==> config.mk <==
export PLATFORM = sky130hd
export DESIGN_NAME = rr_encoder42_flat
export DESIGN_NICKNAME = d
export VERILOG_FILES = /design/src/rtl/rr_encoder42_pkg.sv /design/src/rtl/rr_encoder42_if.sv /design/src/rtl/rr_encoder42_pick4.sv /design/src/rtl/rr_encoder42.sv /design/src/flat_wrapper.sv
export SDC_FILE = /design/constraint.sdc
export NUM_CORES = 1
export LEC_CHECK = 0
export CORE_ASPECT_RATIO = 1.25
export CORE_MARGIN = 5
export CORE_UTILIZATION = 45
export DETAILED_ROUTE_END_ITERATION = 6
export PLACE_DENSITY = 0.73
export SLEW_MARGIN = 10
export SYNTH_ARGS = -nofsm -noshare
export SYNTH_HDL_FRONTEND = slang
export SYNTH_SLANG_ARGS = --single-unit
==> constraint.sdc <==
create_clock -name clk -period 2.55 [get_ports clk]
set_clock_uncertainty 0.15 [all_clocks]
set_input_delay 0.51 -clock clk [delete_from_list [all_inputs] [get_ports clk]]
set_output_delay 0.51 -clock clk [all_outputs]
set_load 0.01 [all_outputs]
==> src/rtl/rr_encoder42_pkg.sv <==
// Shared widths and FSM state type for the 4-to-2 round-robin encoder.
// The generic name is kept because the picker and interface import it too.
package enc_pkg;
    localparam int REQ_W = 4;
    localparam int IDX_W = 2;

    typedef enum logic [0:0] {
        IDLE = 1'b0,
        HOLD = 1'b1
    } state_t;
endpackage

==> src/rtl/rr_encoder42_if.sv <==
// Request/grant bundle between the request sources/consumer and the encoder.
// The encoder connects through the slave modport.
interface rr_encoder42_if
    import enc_pkg::*;
#(
    parameter int CNT_W = 8
);
    logic             en;
    logic [REQ_W-1:0] req;
    logic             ready_i;
    logic [IDX_W-1:0] idx_o;
    logic             valid_o;
    logic             multi_o;
    logic [CNT_W-1:0] cnt_o;

    modport master (
        output en, req, ready_i,
        input  idx_o, valid_o, multi_o, cnt_o
    );

    modport slave (
        input  en, req, ready_i,
        output idx_o, valid_o, multi_o, cnt_o
    );
endinterface

==> src/rtl/rr_encoder42_pick4.sv <==
// Combinational rotating-priority picker: first set request at or after base.
module rr_pick4
    import enc_pkg::*;
(
    input  logic [REQ_W-1:0] req,
    input  logic [IDX_W-1:0] base,
    output logic [IDX_W-1:0] idx,
    output logic             any,
    output logic             multi
);
    logic [REQ_W-1:0] w_rot;
    logic [IDX_W-1:0] w_pos [REQ_W];

    // w_rot[k] is the request that sits k slots after base (2-bit wrap).
    generate
        for (genvar gi = 0; gi < REQ_W; gi++) begin : g_rot
            assign w_pos[gi] = base + IDX_W'(gi);
            assign w_rot[gi] = req[w_pos[gi]];
        end
    endgenerate

    always_comb begin
        idx = base;
        for (int k = REQ_W - 1; k >= 0; k--) begin
            if (w_rot[k]) begin
                idx = w_pos[k];
            end
        end
    end

    assign any   = |req;
    assign multi = ($countones(req) > 1);
endmodule

==> src/rtl/rr_encoder42.sv <==
// Registered 4-to-2 round-robin encoder with valid/ready output and a
// saturating count of multi-hot loads.
module rr_encoder42
    import enc_pkg::*;
#(
    parameter int CNT_W = 8
)(
    input  logic          clk,
    input  logic          rst_n,
    rr_encoder42_if.slave bus
);
    state_t           r_state;
    state_t           w_state_next;
    logic [IDX_W-1:0] r_idx;
    logic [IDX_W-1:0] r_ptr;
    logic             r_multi;
    logic [CNT_W-1:0] r_cnt;

    logic             w_valid;
    logic             w_accept;
    logic             w_load;
    logic [IDX_W-1:0] w_base;
    logic [IDX_W-1:0] w_sel_idx;
    logic             w_sel_any;
    logic             w_sel_multi;

    assign w_accept = w_valid && bus.ready_i;
    // On an accept edge the rotation continues from the grant being retired,
    // so back-to-back loads do not wait for r_ptr to update.
    assign w_base   = w_accept ? (r_idx + 1'b1) : r_ptr;
    assign w_load   = bus.en && w_sel_any && ((r_state == IDLE) || w_accept);

    rr_pick4 u_pick (
        .req   (bus.req),
        .base  (w_base),
        .idx   (w_sel_idx),
        .any   (w_sel_any),
        .multi (w_sel_multi)
    );

    always_ff @(posedge clk or negedge rst_n) begin
        if (!rst_n) begin
            r_state <= IDLE;
        end else begin
            r_state <= w_state_next;
        end
    end

    always_comb begin
        w_state_next = r_state;
        if (w_load) begin
            w_state_next = HOLD;
        end else if (w_accept) begin
            w_state_next = IDLE;
        end
    end

    always_comb begin
        w_valid = (r_state == HOLD);
    end

    always_ff @(posedge clk or negedge rst_n) begin
        if (!rst_n) begin
            r_idx   <= '0;
            r_ptr   <= '0;
            r_multi <= 1'b0;
            r_cnt   <= '0;
        end else begin
            if (w_accept) begin
                r_ptr <= r_idx + 1'b1;
            end
            if (w_load) begin
                r_idx   <= w_sel_idx;
                r_multi <= w_sel_multi;
                if (w_sel_multi && (r_cnt != '1)) begin
                    r_cnt <= r_cnt + CNT_W'(1);
                end
            end
        end
    end

    assign bus.idx_o   = r_idx;
    assign bus.valid_o = w_valid;
    assign bus.multi_o = r_multi;
    assign bus.cnt_o   = r_cnt;
endmodule

==> src/flat_wrapper.sv <==
// flat-port wrapper written by rule: the top's interface ports become plain ports
module rr_encoder42_flat import enc_pkg::*;
#(
    parameter int CNT_W = 8
)
  (clk, rst_n, bus_en, bus_req, bus_ready_i, bus_idx_o, bus_valid_o, bus_multi_o, bus_cnt_o);
  rr_encoder42_if #(.CNT_W(CNT_W)) bus_i ();
  input  logic clk;
  input  logic rst_n;
  input wire logic [$bits(bus_i.en)-1:0] bus_en;
  input wire logic [$bits(bus_i.req)-1:0] bus_req;
  input wire logic [$bits(bus_i.ready_i)-1:0] bus_ready_i;
  output wire logic [$bits(bus_i.idx_o)-1:0] bus_idx_o;
  output wire logic [$bits(bus_i.valid_o)-1:0] bus_valid_o;
  output wire logic [$bits(bus_i.multi_o)-1:0] bus_multi_o;
  output wire logic [$bits(bus_i.cnt_o)-1:0] bus_cnt_o;
  assign bus_i.en = bus_en;
  assign bus_i.req = bus_req;
  assign bus_i.ready_i = bus_ready_i;
  assign bus_idx_o = bus_i.idx_o;
  assign bus_valid_o = bus_i.valid_o;
  assign bus_multi_o = bus_i.multi_o;
  assign bus_cnt_o = bus_i.cnt_o;
  rr_encoder42 #(.CNT_W(CNT_W)) u_core (.clk(clk), .rst_n(rst_n), .bus(bus_i));
endmodule
Word level (Yosys, flattened, before mapping)

Cells that the tools add are included.

Add/subtract/negate cells: 8
Eq/ne operators: 1
Mux-type cells: 15
Bitwise operators: 1
Order comparisons: 5
Reduce and logical (&&, ||, !) cells: 8

Operators by type and width:

| operator            | number |
|---|---|
| $lt 2x3->1 const B  | 4 |
| $mux 2              | 5 |
| $add 8x1->8 const B | 1 |
| $bmux 1 s2          | 4 |
| $ne 8x8->1 const B  | 1 |
| $mux 1              | 6 |
| $add 1x1->2         | 2 |
| $add 2x1->2 const B | 2 |
| $add 2x2->2 const B | 2 |
| $logic_and 1x1->1   | 4 |
| $reduce_or 4->1     | 1 |
| $add 2x2->3         | 1 |
| $gt 3x1->1 const B  | 1 |
| $reduce_and 2->1    | 1 |
| $reduce_bool 2->1   | 1 |
| $logic_or 1x1->1    | 1 |
| $not 1->1           | 1 |

Bits in registers: 14
Output and inout bits: 12
Word-level logic and storage cells: 43

Logic depth before layout (Yosys ltp)

Word-level depth: 9
Gate-level depth with buffers: 6
Depth with buffers taken out: 6

Cells and area by module

A second synthesis with hierarchy kept.

Cells, all modules: 74
Area total of the unflattened synthesis: 762.0 µm²

By module, submodules not included:

| module       | seq. area each (µm²) | times used | area an instance (µm²) | cells an instance |
|---|---|---|---|---|
| rr_encoder42 | 350.3                | 1          | 635.6                  | 55 |
| rr_pick4     | 0.0                  | 1          | 126.4                  | 19 |

Worst setup path before layout

OpenSTA, ideal clock, no wires.

Path type: input to register
From: input port bus_req[0]
To: register u_core.r_cnt[1] (netlist: u_core.bus.cnt_o[1])
Stages: 6
Path buffers: 0
Setup time: 0.128 ns
Data arrival time: 1.983 ns
Slack: 0.289 ns
Data required time: 2.272 ns
Path through: inv_1 -> fa_1 -> and2b_1 -> o2111a_4 -> o21ai_2 -> mux2_1

Word-level cells in the longest chain between the ends: 5
Elaborated cells between the ends (all ways): 8
Classes of those cells: add/sub (2); order compare (1); reduce/logical (5)

RTL lines:

| what                              | RTL line                 | text |
|---|---|---|
| from (decl)                       | flat_wrapper.sv:11       | `input wire logic [$bits(bus_i.req)-1:0] bus_req;` |
| $add 1x1->2 (implied by the code) | rr_encoder42_pick4.sv:32 | `assign multi = ($countones(req) > 1);` |
| $add 2x2->3 (implied by the code) | rr_encoder42_pick4.sv:32 |  |
| $gt 3x1->1                        | rr_encoder42_pick4.sv:32 |  |
| $logic_and 1x1->1                 | rr_encoder42.sv:75       | `if (w_sel_multi && (r_cnt != '1)) begin` |
| $reduce_and 2->1 (no line) *      | n/a                      |  |
| to (signal assigned)              | rr_encoder42.sv:76       | `r_cnt <= r_cnt + CNT_W'(1);` |
| to (decl)                         | rr_encoder42.sv:17       | `logic [CNT_W-1:0] r_cnt;` |

Mark *: on every way between the ends. The rest lies on a longest branch, timed or not.
A chain may end at the register's enable or synchronous reset.

Final worst setup path

Same ends and word-level chain as after synthesis.

==> impl_metrics.tcl <==
set metrics [dict create \
    met1_length_um 850 \
    slew_headroom 0.580 \
    portBuffers 19 \
    first_global_vias 727 \
    postRouteAntennaNets 0 \
    synthArstFlopShare 1.00 \
    die_x_um 48.8 \
    clk_pin_slew_ps 90 \
    worstSetupEndpointType "register" \
    synth_top_area_frac 0.414 \
    hp-start "u_core.bus.multi_o" \
    cts_buffers 3 \
    post-cts-setup-buffers 0 \
    drtPass1Iterations 5 \
    syn_avg_cell_area_um2 10.6 \
    synth-edff-count 0 \
    regToRegEndpoint "u_core.bus.idx_o[1]" \
    worst_pin_slew_ps 629 \
    synth_ff_type "dfrtp_1" \
    post-place-ws_ps -208 \
    cp_max_fo 3 \
    grt.overflow.total 0 \
    rsz0062_at_grt "no" \
    clock_sinks 14 \
    yosys-top-cells-count "dfrtp_1 (14), nand2_1 (10), nand3_1 (7)" \
    slew_viol_final 0 \
    dr_wl_met3_um 87 \
    reg2reg_depth 5 \
    p_per_area_mw_per_mm2 784 \
    grt_pass1_wl_um 3230 \
    final_net_count 127 \
    antenna_cells 0 \
    syn_area_um2 846 \
    synth_top_area_cell "dfrtp_1" \
    rr_startpoint "u_core.bus.valid_o" \
    mappedNetlistNets 91 \
    syn_to_final_growth_pct 39.9 \
    clock_latency_ps 280 \
    cts.root.buffer_cell "clkbuf_4" \
    grt_use_total 0.142 \
    hold_viol 0 \
    status "complete, no violations" \
    setup_viol 0 \
    dieHeight_um 58.5 \
    dp_hpwl_um 1440 \
    hold_buffers 0 \
    whs_path_depth 2 \
    drc 0 \
    peakVddDrop_uv 430 \
    core_area_mm2 0.00179 \
    die_area_mm2 0.00285 \
    start_kind "primary input" \
    syn-instance-count 80 \
    vias_per_cell 5.55 \
    place_congestion 0.843 \
    critical_path.max_stage_delay_ps 520 \
    fin_tns_setup_ps 0 \
    p_leak_nw 0.537 \
    synth-seq-area-share 0.414 \
    cts_tree "yes" \
    cp_slowest_cell "fa_1" \
    synth_cell_types 35 \
    htreeDepth 1 \
    holdPathEnd "u_core.bus.multi_o" \
    start_util 0.473 \
    drive_gt1_frac 0.193 \
    maxCapViolations 0 \
    crit_type "primary input to register" \
    crit_chain "clkdlybuf4s50_1 > inv_1 > fa_1 > and2b_1 > o2111a_4 > o21ai_2 > mux2_1" \
    synth_area_leaders "dfrtp_1 (41%), nand2_1 (4.4%), nand3_1 (4.1%), xor2_1 (4.1%), xnor2_1 (3.1%)" \
    fillers 160 \
    drt_wl_total_um 1830 \
    grt_max_degree 15 \
    worstPathRequired_ps 2560 \
    fmaxAchievable_ghz 0.404 \
    ys_ff_latch 14 \
    fin_crit_sh 0.970 \
    reg2reg_slack_ps 830 \
    highest_layer "met4" \
    vias 738 \
    clockBufferDepth 2 \
    ys_warn_count 0 \
    num_io_pins 20 \
    synth_most_common_cell "dfrtp_1" \
    wl_met2_um 860 \
    min_period_ps 2470 \
    min_path_type "register to register" \
    layout_setup_ws_ps 76.3 \
    drt_iter0_markers 11 \
    wl_per_cell_um 13.7 \
    row_count 17 \
    cp.arrival_ps 2490 \
    antenna_found_initial 0 \
]
## kinds of logic (layout without fill, tap and decap cells)
kind of cell,Yosys count,count (layout),synth area share
AND/OR/NAND/NOR,30,30,0.231
adder cells (fa/ha/maj),3,3,0.0533
flip-flops,14,14,0.414
XOR/XNOR,7,7,0.0725
multiplexers,3,3,0.0370
AO/OA/AOI/OAI,16,16,0.161
buffers and inverters,7,41,0.0311
## power breakdown
group	total (W)	internal [W]	switching, W	leakage (nW)
Clock	0.000128	0.0000547	0.0000735	0.0138
Combinational	0.000413	0.000227	0.000186	0.354
Sequential	0.000386	0.000300	0.0000861	0.169
Total	0.000928	0.000582	0.000346	0.537
## per-layer routing
metal,vias to the layer above,track usage
met5,-,0
met3,2,0.0228
li1,364,-
met1,356,0.189
met4,0,0.0846
met2,16,0.218
## registers in the layout, summed over array words and instances (netlist names)
signal	cells
u_core.bus.multi_o	1
u_core.r_ptr	2
u_core.bus.cnt_o	8
u_core.bus.valid_o	1
u_core.bus.idx_o	2
## cell usage in the layout, fill, tap and decap left out, types with 2 or more instances in the layout
cell,netlist,layout
nand2_1,10,10
a21oi_1,3,3
nand3_1,7,7
inv_1,6,6
xnor2_1,3,3
buf_4,0,12
o31ai_1,2,2
clkdlybuf4s50_1,0,19
ha_1,2,2
and3_1,2,2
a221oi_1,2,2
dfrtp_1,14,14
mux2i_1,2,2
xor2_1,4,4
clkbuf_4,0,3
## timing repair
action                                 CTS  global route
setup endpoints to repair                0             1
endpoints found under the hold margin    0             0
resized for setup                        0             1
## stage by stage
stage	cells	power (W)	util	area [µm²]	hold WS [ps]
floorplan	80	0.000590	-	846	64.4
global placement	130	0.000798	0.644	1150	326
detailed placement	130	0.000807	0.644	1150	343
CTS	133	0.000939	0.656	1170	363
global route	133	0.00100	0.662	1180	394
finish	133	0.000928	0.662	1180	355
## cell type report
type | instances | area, µm² | area share
multi-input combinational | 59 | 480 | 0.406
tap | 19 | 23.8 | 0.0201
inverter | 7 | 26.3 | 0.0222
timing repair buffer | 31 | 280 | 0.237
sequential | 14 | 350 | 0.296
clock buffer | 3 | 22.5 | 0.0190
## worst max-delay path by stage
stage | from | to | slack [ps] | cells after the start
detailed placement | bus_req[0] | u_core.bus.cnt_o[1] | -210 | 7
global route | bus_req[0] | u_core.bus.cnt_o[5] | 8 | 8
global placement | bus_req[0] | u_core.bus.cnt_o[1] | -190 | 7
CTS | bus_req[0] | u_core.bus.cnt_o[1] | 90 | 7
finish | bus_req[0] | u_core.bus.cnt_o[1] | 80 | 7
floorplan | bus_req[0] | u_core.bus.cnt_o[1] | 290 | 6
## critical path: cells and delay by family
family | cells | cell delay (ps)
muxes | 1 | 330
AOI/OAI and AO/OA | 2 | 370
buffers and inverters | 2 | 570
and+or+nand+nor | 1 | 200
adders and majority gates | 1 | 520
Power figures use the tool's default switching activity.
